$ cat src/rtl/dds_param_set.sv
// DDS parameter-entry controller.
// Three raw push-buttons (active-low) are synchronised and debounced, then
// turned into press events. The up/down keys also auto-repeat while held.
// Press events cycle the waveform mode and step the frequency tuning word
// with saturation. All outputs are registered.

// Per-key conditioning: 2-FF synchroniser, debouncer, post-reset arming,
// press strobe and optional hold-to-repeat strobe.
module dds_key_cond #(
  parameter int DEB_CYC = 1_000_000,
  parameter int RPT_DLY = 25_000_000,
  parameter int RPT_PER = 5_000_000,
  parameter bit RPT_EN  = 1'b1
) (
  input  logic sys_clk,
  input  logic sys_rst_n,
  input  logic key_i,
  output logic press_o,
  output logic rpt_o
);

  localparam int DEB_W    = $clog2(DEB_CYC + 1);
  localparam int HOLD_MAX = (RPT_DLY > RPT_PER) ? RPT_DLY : RPT_PER;
  localparam int HOLD_W   = $clog2(HOLD_MAX + 1);

  localparam logic [DEB_W-1:0]  DEB_LAST = DEB_W'(DEB_CYC - 1);
  localparam logic [HOLD_W-1:0] DLY_CNT  = HOLD_W'(RPT_DLY);
  localparam logic [HOLD_W-1:0] PER_CNT  = HOLD_W'(RPT_PER);

  logic              sync1_q, sync2_q;
  logic              deb_q, deb_prev_q;
  logic [DEB_W-1:0]  deb_cnt_q;
  logic [DEB_W-1:0]  rel_cnt_q;
  logic              armed_q;
  logic              press_q;
  logic              run_q, phase_q, rpt_q;
  logic [HOLD_W-1:0] hold_q;
  logic              press_d;

  // Two-stage synchroniser; idle (released) level is 1.
  // NOTE: sequential state uses non-blocking assignments so every register
  // samples the pre-edge value of its sources, regardless of statement order.
  always_ff @(posedge sys_clk or negedge sys_rst_n) begin
    if (!sys_rst_n) begin
      sync1_q <= 1'b1;
      sync2_q <= 1'b1;
    end else begin
      sync1_q <= key_i;
      sync2_q <= sync1_q;
    end
  end

  // Debouncer: follow the synchronised level after DEB_CYC consecutive
  // differing cycles; any return to the current state restarts the count.
  always_ff @(posedge sys_clk or negedge sys_rst_n) begin
    if (!sys_rst_n) begin
      deb_q      <= 1'b1;
      deb_prev_q <= 1'b1;
      deb_cnt_q  <= '0;
    end else begin
      deb_prev_q <= deb_q;
      if (sync2_q != deb_q) begin
        if (deb_cnt_q == DEB_LAST) begin
          deb_q     <= sync2_q;
          deb_cnt_q <= '0;
        end else begin
          deb_cnt_q <= deb_cnt_q + 1'b1;
        end
      end else begin
        deb_cnt_q <= '0;
      end
    end
  end

  // Arming: after reset the key must be seen released for DEB_CYC cycles
  // before presses count, so a key held through reset produces no event.
  // The synchroniser resets to 1, so DEB_CYC must exceed its 2-cycle fill.
  always_ff @(posedge sys_clk or negedge sys_rst_n) begin
    if (!sys_rst_n) begin
      armed_q   <= 1'b0;
      rel_cnt_q <= '0;
    end else if (!armed_q) begin
      if (!sync2_q) begin
        rel_cnt_q <= '0;
      end else if (rel_cnt_q == DEB_LAST) begin
        armed_q <= 1'b1;
      end else begin
        rel_cnt_q <= rel_cnt_q + 1'b1;
      end
    end
  end

  assign press_d = deb_prev_q & ~deb_q & armed_q;

  // Press event register: one-cycle strobe on a debounced 1->0 transition.
  always_ff @(posedge sys_clk or negedge sys_rst_n) begin
    if (!sys_rst_n) begin
      press_q <= 1'b0;
    end else begin
      press_q <= press_d;
    end
  end

  // Hold counter: first repeat RPT_DLY cycles after the press strobe, then
  // every RPT_PER cycles; cleared as soon as the debounced key is released.
  always_ff @(posedge sys_clk or negedge sys_rst_n) begin
    if (!sys_rst_n) begin
      run_q   <= 1'b0;
      phase_q <= 1'b0;
      hold_q  <= '0;
      rpt_q   <= 1'b0;
    end else if (deb_q || !RPT_EN) begin
      run_q   <= 1'b0;
      phase_q <= 1'b0;
      hold_q  <= '0;
      rpt_q   <= 1'b0;
    end else if (press_d) begin
      run_q   <= 1'b1;
      phase_q <= 1'b0;
      hold_q  <= HOLD_W'(1);
      rpt_q   <= 1'b0;
    end else if (run_q) begin
      if ((!phase_q && hold_q == DLY_CNT) || (phase_q && hold_q == PER_CNT)) begin
        rpt_q   <= 1'b1;
        phase_q <= 1'b1;
        hold_q  <= HOLD_W'(1);
      end else begin
        rpt_q  <= 1'b0;
        hold_q <= hold_q + 1'b1;
      end
    end else begin
      rpt_q <= 1'b0;
    end
  end

  assign press_o = press_q;
  assign rpt_o   = rpt_q;

endmodule

// Top: three conditioned keys drive the registered wave/frequency outputs.
module dds_param_set #(
  parameter int DEB_CYC = 1_000_000,
  parameter int RPT_DLY = 25_000_000,
  parameter int RPT_PER = 5_000_000,
  parameter int N_WAVE  = 4,
  parameter int WAVE_W  = 2,
  parameter int FW_W    = 32,
  parameter logic [FW_W-1:0] FW_STEP = FW_W'(86),
  parameter logic [FW_W-1:0] FW_MIN  = FW_W'(86),
  parameter logic [FW_W-1:0] FW_MAX  = FW_W'(64'd2147483648),
  parameter logic [FW_W-1:0] FW_INIT = FW_W'(859)
) (
  input  logic              sys_clk,
  input  logic              sys_rst_n,
  input  logic              key_wave_in,
  input  logic              key_up_in,
  input  logic              key_dn_in,
  output logic [WAVE_W-1:0] wave_c,
  output logic [FW_W-1:0]   freq_word,
  output logic              cfg_upd
);

  localparam logic [WAVE_W-1:0] WAVE_LAST = WAVE_W'(N_WAVE - 1);
  localparam logic [FW_W:0]     STEP_X    = {1'b0, FW_STEP};
  localparam logic [FW_W:0]     MIN_X     = {1'b0, FW_MIN};
  localparam logic [FW_W:0]     MAX_X     = {1'b0, FW_MAX};
  // Below this value a down step would cross FW_MIN (or underflow).
  localparam logic [FW_W:0]     LOW_THR   = MIN_X + STEP_X;

  logic wave_press, wave_rpt, up_press, up_rpt, dn_press, dn_rpt;
  logic wave_ev, up_ev, dn_ev;

  logic [WAVE_W-1:0] wave_q, wave_d;
  logic [FW_W-1:0]   fw_q, fw_d;
  logic              upd_q, upd_d;
  logic [FW_W:0]     fw_x, sum_x;
  logic [FW_W-1:0]   up_val, dn_val;

  dds_key_cond #(
    .DEB_CYC (DEB_CYC),
    .RPT_DLY (RPT_DLY),
    .RPT_PER (RPT_PER),
    .RPT_EN  (1'b0)
  ) u_key_wave (
    .sys_clk   (sys_clk),
    .sys_rst_n (sys_rst_n),
    .key_i     (key_wave_in),
    .press_o   (wave_press),
    .rpt_o     (wave_rpt)
  );

  dds_key_cond #(
    .DEB_CYC (DEB_CYC),
    .RPT_DLY (RPT_DLY),
    .RPT_PER (RPT_PER),
    .RPT_EN  (1'b1)
  ) u_key_up (
    .sys_clk   (sys_clk),
    .sys_rst_n (sys_rst_n),
    .key_i     (key_up_in),
    .press_o   (up_press),
    .rpt_o     (up_rpt)
  );

  dds_key_cond #(
    .DEB_CYC (DEB_CYC),
    .RPT_DLY (RPT_DLY),
    .RPT_PER (RPT_PER),
    .RPT_EN  (1'b1)
  ) u_key_dn (
    .sys_clk   (sys_clk),
    .sys_rst_n (sys_rst_n),
    .key_i     (key_dn_in),
    .press_o   (dn_press),
    .rpt_o     (dn_rpt)
  );

  // Next-state logic: wave wrap at N_WAVE, saturating steps in FW_W+1 bits,
  // opposing steps cancel, update pulse only on an actual value change.
  // NOTE: every combinational output gets a default first so no path can
  // leave it unassigned and infer a latch.
  always_comb begin
    wave_ev = wave_press | wave_rpt;
    up_ev   = up_press | up_rpt;
    dn_ev   = dn_press | dn_rpt;

    fw_x   = {1'b0, fw_q};
    sum_x  = fw_x + STEP_X;
    up_val = (sum_x > MAX_X) ? FW_MAX : sum_x[FW_W-1:0];
    dn_val = (fw_x < LOW_THR) ? FW_MIN : (fw_q - FW_STEP);

    wave_d = wave_q;
    if (wave_ev) begin
      wave_d = (wave_q == WAVE_LAST) ? '0 : wave_q + 1'b1;
    end

    fw_d = fw_q;
    if (up_ev && !dn_ev) begin
      fw_d = up_val;
    end else if (dn_ev && !up_ev) begin
      fw_d = dn_val;
    end

    upd_d = (wave_d != wave_q) || (fw_d != fw_q);
  end

  // Output registers; cfg_upd rises on the same edge as the new values.
  always_ff @(posedge sys_clk or negedge sys_rst_n) begin
    if (!sys_rst_n) begin
      wave_q <= '0;
      fw_q   <= FW_INIT;
      upd_q  <= 1'b0;
    end else begin
      wave_q <= wave_d;
      fw_q   <= fw_d;
      upd_q  <= upd_d;
    end
  end

  assign wave_c    = wave_q;
  assign freq_word = fw_q;
  assign cfg_upd   = upd_q;

endmodule

$ cat config.mk
export PLATFORM = sky130hd
export DESIGN_NAME = dds_param_set
export DESIGN_NICKNAME = d
export VERILOG_FILES = /design/src/rtl/dds_param_set.sv
export SDC_FILE = /design/constraint.sdc
export NUM_CORES = 1
export LEC_CHECK = 0
export CORE_ASPECT_RATIO = 1.5
export CORE_UTILIZATION = 35
export CTS_CLUSTER_DIAMETER = 120
export DETAILED_ROUTE_END_ITERATION = 16
export SLEW_MARGIN = 20
export SYNTH_ARGS = -nofsm -noshare
export SYNTH_HDL_FRONTEND = slang
export SYNTH_SLANG_ARGS = --single-unit
$ cat constraint.sdc
create_clock -name sys_clk -period 9.1 [get_ports sys_clk]
set_clock_uncertainty 0.05 [all_clocks]
set_input_delay 1.365 -clock sys_clk [delete_from_list [all_inputs] [get_ports sys_clk]]
set_output_delay 1.365 -clock sys_clk [all_outputs]
set_load 0.01 [all_outputs]
==> flow_summary.toml <==
[clock_tree]
cts_htree_levels = 1
ctsResizeCount = 0
cts_made_buffers = 25
path_clk_slew_ns = 0.07
clock_sinks = 229
cts_hold_buf = 0
cts_tree = "done"
cts_root_buffer = "clkbuf_16"
cts_buffer_depth = 3
clock_latency_ns = 0.54
post_cts_buffers = 0

[critical_path]
cpMostUsedCell = "nand4_1"
cp.arrival_ns = 5.09
worst_path_max_delay_cell = "a21oi_1"
critPathKind = "flop to flop"
end_kind = "flop"
crit_chain = "nand4_1 > nor4_2 > nand3_1 > mux2i_1 > and4_1 > and4bb_1 > a21oi_1 > nand2_1 > a22oi_1 > nand4_1"
r2r-start = "freq_word[10]"
startpoint_type = "flop"
cpPeakStageDelay_ns = 0.84
reg2reg_slack_ns = 4.35
cp_max_fo = 16
worstReg2RegEnd = "cfg_upd"
reg2regPathDepth = 10
critPathRequiredTime_ns = 9.44

[layout]
num-fill-cells = 3615
drive_above_1_share_pct = 5.92
nets = 1503
utilization_pct = 40.3
regArea_mm2 = 0.00575
multiInputGateArea_mm2 = 0.00686
n_antenna_cell = 0
areaGrowthSynthToFinish_pct = 12.5

[min_path]
hold_class = "flop to flop"
hold_start = "u_key_wave.sync1_q"
hold_depth = 0
hold_end = "u_key_wave.sync2_q"

[floorplan]
die_y_um = 238
io_pins = 40
rows = 85
die_w_um = 159
initial_utilization_pct = 35.8
die_area_mm2 = 0.0378
core-area_mm2 = 0.0362

[timing]
grt_setup_unrepaired = "false"
worstMarginPinSlew_ns = 1.06
clock.fmax_mhz = 210
slew_headroom_pct = 29.3
drv_slew = 0
setup-violations-final = 0
period_share_pct = 52.2
period_needed_ns = 4.75
hold_violations = 0
finalSetupTns_ns = 0

[synthesis]
async_flop_share_pct = 100
synth-simple-area-share_pct = 28.6
synth_largest_area_cell = "dfrtp_1"
ys_types = 78
synth_fa_ha_area_share_pct = 1.26
synth_edf_count = 0
synthXorXnorAreaFrac_pct = 9.81
synth_top_family_by_area = "simple AND/OR/NAND/NOR gates"
synthesis.instances = 1471
synthesis.nets = 1489
yosys_warnings = 0
synth_top_area_share_pct = 40.6
synth-compound-area-share_pct = 12.1
seq_area_frac_synth_pct = 44.4
netlist_top_cells_area = "dfrtp_1 41%, nor2_1 7.0%, xor2_1 5.8%"
synthFlopType = "dfrtp_1"
synth_mux_area_share_pct = 1.10
synth_area_per_cell_um2 = 8.80
synthesis.area_mm2 = 0.0129
ys_seq_elements = 229

[power]
peakVddDrop_mv = 0.0951
powerDensity_mw_per_mm2 = 141
p_leak_nw = 6.05

[global_route]
grt_pass1_wl_um = 60300
grt_use_total_pct = 19.8
grt-ovfl-total = 0
grt_max_degree = 170
grt_antenna_before_repair = 0
grt_pass1_vias = 11300

[job]
max-cap-violations = 0

[drt]
drt_iter0_drc = 800
drtPass1Iterations = 5
ant_nets = 0
vias_per_cell = 5.68
vias = 11300
drc = 0
wl_per_cell_um = 18.5
wl_um = 36600

[placed_design]
io_buffers = 39
gp_congestion = 1.05
hpwl_um = 25900

[run_status]
outcome = "completed"
[metrics by stage]
stage	std cells	power [mW]	setup WS, ns	area [µm²]	hold slack (ns)
global route	1981	2.15	4.08	14600	0.312
finish	1981	2.06	4.35	14600	0.306
floorplan	1471	1.07	5.09	12900	0.295
CTS	1981	2.10	4.41	14600	0.307
detailed placement	1936	1.10	4.44	13800	0.299
global placement	1936	1.10	4.47	13800	0.296
[cell usage in the layout (no fill, tap or decap), drive strengths merged, types with 10 or more instances in the layout]
cell type,Yosys,routed
o21a,11,11
or4,13,13
nand2,131,131
xnor2,59,59
clkdlybuf4s50,0,38
nor2,242,242
nand2b,14,14
dfstp,19,19
nand3,86,86
and2,10,10
dfrtp,210,210
nor3,51,51
o21ai,70,70
inv,28,29
clkbuf,50,39
nand4,40,40
and3,38,38
a211oi,11,11
nor4,28,28
a21oi,56,56
or3,22,22
xor2,86,86
ha,13,13
and4,19,19
[synth_stat cells, types with 5 or more instances]
cell type	n
a211oi_1	11
a21o_1	7
a21oi_1	56
a221oi_1	5
a22oi_1	9
a31oi_1	9
and2_1	10
and3_1	38
and4_1	19
buf_2	8
clkbuf_1	50
dfrtp_1	210
dfstp_2	19
ha_1	13
inv_1	27
mux2_2	7
mux2i_1	5
nand2_1	131
nand2b_1	14
nand3_1	86
nand4_1	39
nand4b_1	5
nor2_1	242
nor2b_1	9
nor3_1	50
nor4_1	27
nor4b_1	8
nor4bb_1	6
o211ai_1	6
o21a_1	11
o21ai_0	59
o21ai_1	11
o22ai_1	7
o31ai_1	9
or2_2	6
or3_1	22
or4_1	11
xnor2_1	59
xor2_1	86
[flip-flops by register name (all words and copies together) (netlist names), 2 cells and up]
signal,count
freq_word,32
u_key_dn.deb_cnt_q,20
u_key_dn.hold_q,25
u_key_dn.rel_cnt_q,20
u_key_up.deb_cnt_q,20
u_key_up.hold_q,25
u_key_up.rel_cnt_q,20
u_key_wave.deb_cnt_q,20
u_key_wave.rel_cnt_q,20
wave_c,2
[routing by layer]
metal,vias to the layer above,wire length (µm),GRT usage [%]
met5,-,0,0
met4,0,2090,11.3
met3,127,1880,2.72
met2,368,18000,34.5
met1,5470,14700,23.2
li1,5291,-,-
[power breakdown]
group          total (mW)  switching, mW  internal [mW]
Clock               0.981          0.411          0.570
Sequential           1.04        0.00827           1.03
Combinational      0.0431         0.0330         0.0101
Total                2.06          0.453           1.61
[how the worst max path moves through the flow]
stage                       start      end
floorplan            freq_word[1]  cfg_upd
global placement     freq_word[8]  cfg_upd
detailed placement   freq_word[8]  cfg_upd
CTS                  freq_word[8]  cfg_upd
global route         freq_word[8]  cfg_upd
finish              freq_word[10]  cfg_upd
[cell families (layout without fill, tap and decap cells)]
| group | Yosys count | in the layout |
|---|---|---|
| simple gates | 740 | 740 |
| compound gates | 243 | 243 |
| flops | 229 | 229 |
| xor+xnor | 145 | 145 |
| buf+inv | 88 | 120 |
| fa+ha+maj | 13 | 13 |
| mux | 13 | 13 |
[layout make-up]
class	instances	share of cell area, %
multi-input cells	1154	47.1
flip-flops and latches	229	39.5
clock buffers	39	4.93
well taps	478	4.11
repair buffers	47	3.21
inverters	28	0.722
clock inverters	6	0.438
[worst max-delay path: cells and delay by family, from the launching register on]
kind,cells,cell delay [ns]
flops,1,0.68
compound gates,2,1.22
simple gates,7,2.41
mux,1,0.23
(Power assumes the default switching activity.)
